==> src/rtl/uart_rx.sv <==
// UART receiver: 8N1 framing, runtime prescaler, mid-bit sampling, one-byte holding register.
// Reports stop-bit errors and dropped bytes as single-cycle pulses.
module uart_rx #(
    parameter int PRESCALER_WIDTH = 16
) (
    input  logic                       clk,
    input  logic                       rstz,
    input  logic                       rx,
    input  logic [PRESCALER_WIDTH-1:0] prescaler,
    output logic [7:0]                 dout,
    output logic                       dout_vld,
    input  logic                       dout_rdy,
    output logic                       frame_err,
    output logic                       overrun,
    output logic [2:0]                 fsm_state
);

    // Handshake: a byte transfers on any cycle where dout_vld && dout_rdy are both high;
    // dout_vld never drops and dout never changes until that transfer happens.

    typedef enum logic [2:0] {
        IDLE  = 3'd0,
        START = 3'd1,
        DATA  = 3'd2,
        STOP  = 3'd3,
        BREAK = 3'd4
    } state_t;

    state_t                     state;
    state_t                     state_nxt;
    logic                       rx_meta;
    logic                       rx_s;
    logic [PRESCALER_WIDTH-1:0] timer;
    logic [2:0]                 bit_cnt;
    logic [7:0]                 shreg;
    logic                       full_tick;
    logic                       half_tick;
    logic                       timer_clr;
    logic                       bit_clr;
    logic                       shift_en;
    logic                       deliver;
    logic                       stop_err;

    assign full_tick = (timer == prescaler);
    assign half_tick = (timer == (prescaler >> 1));
    assign fsm_state = state;

    always_ff @(posedge clk) begin
        if (!rstz) begin
            rx_meta <= 1'b1;
            rx_s    <= 1'b1;
        end else begin
            rx_meta <= rx;
            rx_s    <= rx_meta;
        end
    end

    always_ff @(posedge clk) begin
        if (!rstz) begin
            state <= IDLE;
        end else begin
            state <= state_nxt;
        end
    end

    always_comb begin
        state_nxt = state;
        timer_clr = 1'b0;
        bit_clr   = 1'b0;
        shift_en  = 1'b0;
        deliver   = 1'b0;
        stop_err  = 1'b0;
        case (state)
            IDLE: begin
                if (!rx_s) begin
                    state_nxt = START;
                    timer_clr = 1'b1;
                end
            end
            START: begin
                // A start bit that is high again at its mid-point was only a glitch.
                if (half_tick) begin
                    if (rx_s) begin
                        state_nxt = IDLE;
                    end else begin
                        state_nxt = DATA;
                        timer_clr = 1'b1;
                        bit_clr   = 1'b1;
                    end
                end
            end
            DATA: begin
                if (full_tick) begin
                    shift_en = 1'b1;
                    if (bit_cnt == 3'd7) begin
                        state_nxt = STOP;
                    end
                end
            end
            STOP: begin
                if (full_tick) begin
                    if (rx_s) begin
                        deliver   = 1'b1;
                        state_nxt = IDLE;
                    end else begin
                        stop_err  = 1'b1;
                        state_nxt = BREAK;
                    end
                end
            end
            BREAK: begin
                if (rx_s) begin
                    state_nxt = IDLE;
                end
            end
            default: state_nxt = IDLE;
        endcase
    end

    always_ff @(posedge clk) begin
        if (!rstz) begin
            timer   <= '0;
            bit_cnt <= 3'd0;
            shreg   <= 8'h00;
        end else begin
            if (state == IDLE || timer_clr || full_tick) begin
                timer <= '0;
            end else begin
                timer <= timer + 1'b1;
            end
            if (bit_clr) begin
                bit_cnt <= 3'd0;
            end else if (shift_en) begin
                bit_cnt <= bit_cnt + 3'd1;
            end
            // LSB arrives first, so shifting in at the MSB leaves bit 0 in place after eight samples.
            if (shift_en) begin
                shreg <= {rx_s, shreg[7:1]};
            end
        end
    end

    always_ff @(posedge clk) begin
        if (!rstz) begin
            dout      <= 8'h00;
            dout_vld  <= 1'b0;
            frame_err <= 1'b0;
            overrun   <= 1'b0;
        end else begin
            frame_err <= stop_err;
            overrun   <= deliver && dout_vld && !dout_rdy;
            if (deliver && (!dout_vld || dout_rdy)) begin
                dout     <= shreg;
                dout_vld <= 1'b1;
            end else if (dout_vld && dout_rdy) begin
                dout_vld <= 1'b0;
            end
        end
    end

endmodule

==> config.mk <==
export PLATFORM = sky130hd
export DESIGN_NAME = uart_rx
export DESIGN_NICKNAME = d
export VERILOG_FILES = /design/src/rtl/uart_rx.sv
export SDC_FILE = /design/constraint.sdc
export NUM_CORES = 1
export LEC_CHECK = 0
export ABC_AREA = 1
export BUFFER_PORTS_ARGS = -buffer_cell sky130_fd_sc_hd__clkbuf_2
export CAP_MARGIN = 0
export CORE_MARGIN = 2
export CORE_UTILIZATION = 41
export DETAILED_ROUTE_END_ITERATION = 6
export GPL_TIMING_DRIVEN = 0
export PLACE_DENSITY_LB_ADDON = 0.12
export RECOVER_POWER = 25
export SLEW_MARGIN = 20
export SYNTH_ARGS = -nofsm -noshare
export SYNTH_HDL_FRONTEND = slang
export SYNTH_SLANG_ARGS = --single-unit
==> constraint.sdc <==
create_clock -name clk -period 2.15 [get_ports clk]
set_input_delay 0.1075 -clock clk [delete_from_list [all_inputs] [get_ports clk]]
set_output_delay 0.1075 -clock clk [all_outputs]
set_load 0.02 [all_outputs]
==> results of run 1 <==
[power by group through the flow]
stage | Combinational, W | Clock, W | Sequential (W)
2_1_floorplan | 0.000370 | 0 | 0.000927
3_3_place_gp | 0.000541 | 0 | 0.000905
3_5_place_dp | 0.000542 | 0 | 0.000906
4_1_cts | 0.000547 | 0.000550 | 0.000888
5_1_grt | 0.000641 | 0.000576 | 0.000895
6_report | 0.000538 | 0.000529 | 0.000888
[state kept, by name, summed over array words and instances, names as in the netlist]
name,cells
bit_cnt,3
dout,8
dout_vld,1
frame_err,1
fsm_state,3
overrun,1
rx_meta,1
rx_s,1
shreg,8
timer,16
[stage by stage]
step,worst slack (ps),power [W],cell area (um2),hold WS (ps),instances
4_1_cts,250,0.00199,2750,84.0,500
6_report,284,0.00195,2740,88.1,500
2_1_floorplan,643,0.00130,2390,214,386
5_1_grt,56.3,0.00211,2740,111,500
3_5_place_dp,272,0.00145,2650,301,491
3_3_place_gp,272,0.00145,2650,298,491
[cells in the final DEF (no fill, tap or decap), drive strengths merged]
cell / n
nand4: 4
a211oi: 3
or2: 2
dfxtp: 43
dlygate4sd3: 1
nor3b: 2
ha: 3
a21oi: 3
xnor2: 2
inv: 51
o21ai: 10
nand3: 10
clkbuf: 39
nand2: 150
nor3: 15
clkinv: 3
xor2: 11
buf: 6
clkinvlp: 1
nor2: 67
nor4: 1
o221ai: 1
[routing by layer]
layer / vias up / GRT usage / wire length, um
met4: 0 / 0.0508 / 57
li1: 1250 / - / -
met2: 30 / 0.270 / 2100
met3: 4 / 0.0371 / 200
met1: 978 / 0.231 / 2590
met5: - / 0 / 0
[worst max-delay path: stages, from the launching register on]
cell and delay [ps]:
dfxtp_1 460, inv_2 100, nand2_1 70, nand2_1 40
nor2_1 130, nand2_1 100, nor2_2 120, nand2_2 120
nand2_1 250, buf_2 290, nor3_1 80
[synthesized netlist by cell type (all sizes together)]
cell | count | area [um2]
nand2 | 150 | 571
nor2 | 67 | 262
inv | 51 | 191
dfxtp | 43 | 861
nor3 | 15 | 80.1
xor2 | 11 | 96.3
nand3 | 10 | 62.6
o21ai | 10 | 61.3
buf | 6 | 41.3
nand4 | 4 | 25.0
a211oi | 3 | 22.5
a21oi | 3 | 15.0
ha | 3 | 37.5
nor3b | 2 | 15.0
or2 | 2 | 12.5
xnor2 | 2 | 17.5
clkbuf | 1 | 3.75
clkinv | 1 | 5.00
nor4 | 1 | 6.26
o221ai | 1 | 8.76
[final cells by class]
class	instances	area (um2)	area share
Buffer	7	45.0	0.0165
Clock inverter	3	25.0	0.00914
Multi-Input combinational cell	284	1290	0.472
Timing Repair Buffer	34	159	0.0580
Sequential cell	43	861	0.314
Tap cell	72	90.1	0.0329
Inverter	52	196	0.0718
Clock buffer	5	68.8	0.0251
[kinds of logic (layout without fill, tap and decap cells)]
logic type	after synthesis	in the layout	share of synthesized area
AND/OR/NAND/NOR	251	251	0.432
AO/OA/AOI/OAI	17	17	0.0449
XOR/XNOR	13	13	0.0475
adder cells (fa/ha/maj)	3	3	0.0157
buffers and inverters	59	101	0.101
flip-flops	43	43	0.359
[final timing paths]
check / start / end / slack [ps] / depth (start not counted)
worst min-delay path: dout_rdy / overrun / 90 / 4
worst max-delay path: timer[10] / timer[13] / 280 / 10
worst min register to register: rx_meta / rx_s / 430 / 1
worst max register to register: timer[10] / timer[13] / 280 / 10
==> results.tsv, run 1 <==
stage	metric	value	unit
timing	final_hold_violation_count	0	
timing	report.final.setup_viol	0	
clock_network	cts-resized-gates	0	
routing	postRouteAntennaNets	0	
finish	fill_cells	617	
timing	post-route-period-util	0.868	
critical_path	cp_data_arrival_time	2050	ps
synthesis	avgSynthCellArea	6.20	um2
grt	antenna_found_initial	0	
synthesis	ys_ff_latch	43	
critical_path	timing.setup.critical_path_class	flip-flop to flip-flop	
die	dieArea	6470	um2
synthesis	syn-cell-area	2390	um2
die	chipWidth	80.4	um
clock_network	cts_hold_buffers	1	
grt	gr-usage-all-layers	0.170	
synthesis	synthDistinctLibCells	29	
pwr	power.share.switching	0.365	
die	core	5570	um2
critical_path	required	2330	ps
timing	timing.fmax	536	MHz
routing	detailedRoute.firstIterationViolations	134	
pwr	power_switching	0.000713	W
clock_network	clock_tree.buffer_depth	2	
grt	overflow	0	
routing	drt_drc_violations_left	0	
routing	post_drt_via_cell_ratio	4.52	
pwr	comb_power_share	0.275	
job	timing.max_cap.violations	0	
finish	num-nets-final	450	
timing	clock_skew	7.15	ps
clock_network	path_clk_slew	90	ps
clock_network	clkSinkCount	43	
clock_network	ctsRootBufferMaster	clkbuf_8	
min_path	hold_path_class	input pin to flip-flop	
pwr	pwr-share-seq	0.454	
placed_design	port-buffer-count	33	
clock_network	htree_num_levels	2	
die	die_h	80.4	um
pwr	power.internal	0.00124	W
grt	maximum_number_of_pins_on_one_net_before_global_route_repair	16	
synthesis	synth.net_count	409	
placed_design	gpl.final_weighted_congestion	0.818	
timing	rsz0062_at_grt	false	
die	core.rowCount	27	
run_status	outcome	finished, final reports clean	
grt	grt_pass1_wl	8.70	mm
pwr	static-leakage-power	1.35	nW
clock_network	cts_tree	done	
timing	slew_violations	0	
clock_network	cts-buffers-inserted	5	
grt	grt_pass1_vias	2024	
critical_path	worst-path-max-fanout	10	
finish	layout-area-overhead-vs-synth	14.3	%
synthesis	synth.yosys.warnings	0	
finish	number_of_antenna_cells_inserted	0	
finish	drive_above_1_share	0.126	
routing	dr_total_vias	2262	
die	num_io_pins	34	
pwr	power_density	714	nW/um2
routing	detailedRoute.firstPassIterationCount	4	
finish	utilization	0.491	
timing	remaining_max_slew_budget_at_the_tightest_pin	0.743	
critical_path	timing.critical_path.from_type	flip-flop	
pwr	peakVddDrop	0.303	mV
clock_network	clock_latency	300	ps
timing	timing_worst_slew_pin_value	385	ps
synthesis	syn-instance-count	386	
pwr	power.share.clock	0.270	
die	initial_core_util	0.430	
clock_network	post-cts-setup-buffers	0	
timing	period_minus_slack	1870	ps
synthesis	yosysSeqAreaShare	0.359	
routing	route.detailed.wl_per_inst	9.90	um
timing	setup-tns-final	0	ps
placed_design	hpwlAfterDp	3.71	mm
critical_path	end_kind	flip-flop	
routing	routed_wl	4.95	mm
Note: power is estimated with default switching activity, not from simulation.
==> run 2, diff against run 1 <==
--- a/config.mk
+++ b/config.mk
@@ -8,8 +8,10 @@
 export ABC_AREA = 1
 export BUFFER_PORTS_ARGS = -buffer_cell sky130_fd_sc_hd__clkbuf_2
 export CAP_MARGIN = 0
+export CELL_PAD_IN_SITES_DETAIL_PLACEMENT = 0
+export CELL_PAD_IN_SITES_GLOBAL_PLACEMENT = 1
 export CORE_MARGIN = 2
-export CORE_UTILIZATION = 41
+export CORE_UTILIZATION = 39
 export DETAILED_ROUTE_END_ITERATION = 6
 export GPL_TIMING_DRIVEN = 0
 export PLACE_DENSITY_LB_ADDON = 0.12
==> results.tsv, run 2 (synthesis gave the netlist of run 1 again) <==
stage	metric	value	unit	change
critical_path	required	2330	ps	about the same
finish	fill_cells	680		+10%
timing	slew_violations	0		unchanged
timing	remaining_max_slew_budget_at_the_tightest_pin	0.713		-0.0300
critical_path	worst_path_most_repeated_cell	nand2_1		
run_status	outcome	finished, final reports clean		
timing	clock_skew	9.61	ps	+2.46 ps
routing	dr_total_vias	2274		+0.53%
clock_network	path_clk_slew	90	ps	about the same
grt	grt_pass1_wl	9.02	mm	+3.7%
die	core	5920	um2	+6.2%
critical_path	timing.setup.critical_path_class	flip-flop to flip-flop		
placed_design	gpl.final_weighted_congestion	0.770		-5.9%
timing	post-route-period-util	0.894		+0.0259
clock_network	ctsRootBufferMaster	clkbuf_8		
clock_network	cts-resized-gates	0		unchanged
finish	drive_above_1_share	0.124		-0.00234
finish	number_of_antenna_cells_inserted	0		unchanged
clock_network	htree_num_levels	2		unchanged
timing	timing.fmax	520	MHz	-2.9%
finish	num-nets-final	450		unchanged
min_path	hold_path_class	input pin to flip-flop		
routing	route.detailed.wl_per_inst	10.3	um	+3.7%
pwr	power_density	780	nW/um2	+9.3%
placed_design	hpwlAfterDp	3.91	mm	+5.4%
finish	largest-register	timer		
die	num_io_pins	34		unchanged
clock_network	cts_hold_buffers	1		unchanged
clock_network	post-cts-setup-buffers	0		unchanged
critical_path	cp_data_arrival_time	2100	ps	+50 ps
pwr	static-leakage-power	1.37	nW	+1.6%
routing	drt_drc_violations_left	0		unchanged
die	dieArea	6780	um2	+4.9%
timing	report.final.setup_viol	0		unchanged
routing	post_drt_via_cell_ratio	4.52		about the same
timing	period_minus_slack	1920	ps	+55.6 ps
finish	largest_registers	timer x16, dout x8, shreg x8		
timing	timing_worst_slew_pin_value	430	ps	+45.0 ps
timing	rsz0062_at_grt	false		
timing	setup-tns-final	0	ps	unchanged
placed_design	port-buffer-count	33		unchanged
critical_path	worst-path-max-fanout	10		unchanged
clock_network	cts_tree	done		
critical_path	crit_slowest_cell	dfxtp_1		
finish	layout-area-overhead-vs-synth	16.1	%	
critical_path	end_kind	flip-flop		
finish	utilization	0.470		-0.0216
grt	maximum_number_of_pins_on_one_net_before_global_route_repair	14		-2
die	chipWidth	82.4	um	+2.4%
clock_network	clock_tree.buffer_depth	2		unchanged
pwr	peakVddDrop	0.460	mV	+52%
finish	max_reg_flops	16		unchanged
grt	overflow	0		unchanged
critical_path	critical_path.cell_chain	inv_2 > nand2_1 > nand2_1 > nor2_1 > nand2_1 > nor2_1 > nand2_2 > nand2_1 > buf_2 > nor3_1		
grt	grt_pass1_vias	2067		+2.1%
routing	postRouteAntennaNets	0		unchanged
die	initial_core_util	0.404		-0.0251
timing	final_hold_violation_count	0		unchanged
clock_network	clkSinkCount	43		unchanged
finish	mostFrequentLayoutCells	nand2_1, nor2_1, dfxtp_1		
clock_network	clock_latency	300	ps	about the same
critical_path	timing.critical_path.from_type	flip-flop		
die	die_h	82.4	um	+2.4%
routing	routed_wl	5.17	mm	+4.4%
die	core.rowCount	28		+3.7%
clock_network	cts-buffers-inserted	5		unchanged
job	timing.max_cap.violations	0		unchanged
grt	antenna_found_initial	0		unchanged
grt	gr-usage-all-layers	0.173		+0.00252
routing	detailedRoute.firstPassIterationCount	4		unchanged
critical_path	crit_path_max_incr_delay	470	ps	about the same
finish	most_common_library_cell_in_the_layout_ignoring_fill_and_taps	nand2_1		
routing	detailedRoute.firstIterationViolations	55		-59%
-- run 2: cell count changes in the layout (fill, tap and decap cells not counted), sizes merged --
cell | before | now
bufinv | 0 | 2
clkinv | 3 | 1
clkbuf | 39 | 40
clkinvlp | 1 | 0
-- run 2: worst paths after layout --
kind,start,end,slack [ps],depth (start not counted)
setup / recovery,timer[13],timer[10],230,10
hold / removal,dout_rdy,overrun,100,4
setup reg to reg,timer[13],timer[10],230,10
hold reg to reg,rx_meta,rx_s,420,1
-- run 2: area by class of cell --
cell class / count / area, um2 / area share
clock buffers: 6 / 72.6 / 0.0261
flip-flops and latches: 43 / 861 / 0.310
inverters: 52 / 196 / 0.0707
well taps: 75 / 93.8 / 0.0338
clock inverters: 2 / 60.1 / 0.0216
plain buffers: 7 / 45.0 / 0.0162
multi-input cells: 284 / 1290 / 0.465
repair buffers: 34 / 159 / 0.0572
-- run 2: routing by layer --
metal  global-route usage  share of wire  vias to the layer above
li1                     -              -                     1255
met1                0.238           0.53                      981
met2                0.266           0.43                       33
met3               0.0326          0.030                        5
met4               0.0667          0.011                        0
met5                    0              0                        -
-- run 2: worst max-delay path: cells and delay by family, from the launching register on --
kind / cells / cell delay [ps]
and+or+nand+nor: 8 / 960
DFF: 1 / 470
buffers and inverters: 2 / 350
-- run 2: stage by stage --
stage,setup WS [ps],power [W],hold WS (ps),std cells,cell area (um2)
2_1_floorplan,643,0.00130,214,386,2390
6_report,228,0.00217,95.7,503,2780
4_1_cts,228,0.00220,85.9,503,2800
3_5_place_dp,250,0.00145,296,494,2650
5_1_grt,11.5,0.00232,107,503,2780
3_3_place_gp,247,0.00145,295,494,2650
-- run 2: report_power, final --
group          internal, W  total (W)  switching [W]
sequential        0.000838   0.000886      0.0000481
clock             0.000464   0.000741       0.000277
combinational     0.000171   0.000541       0.000371
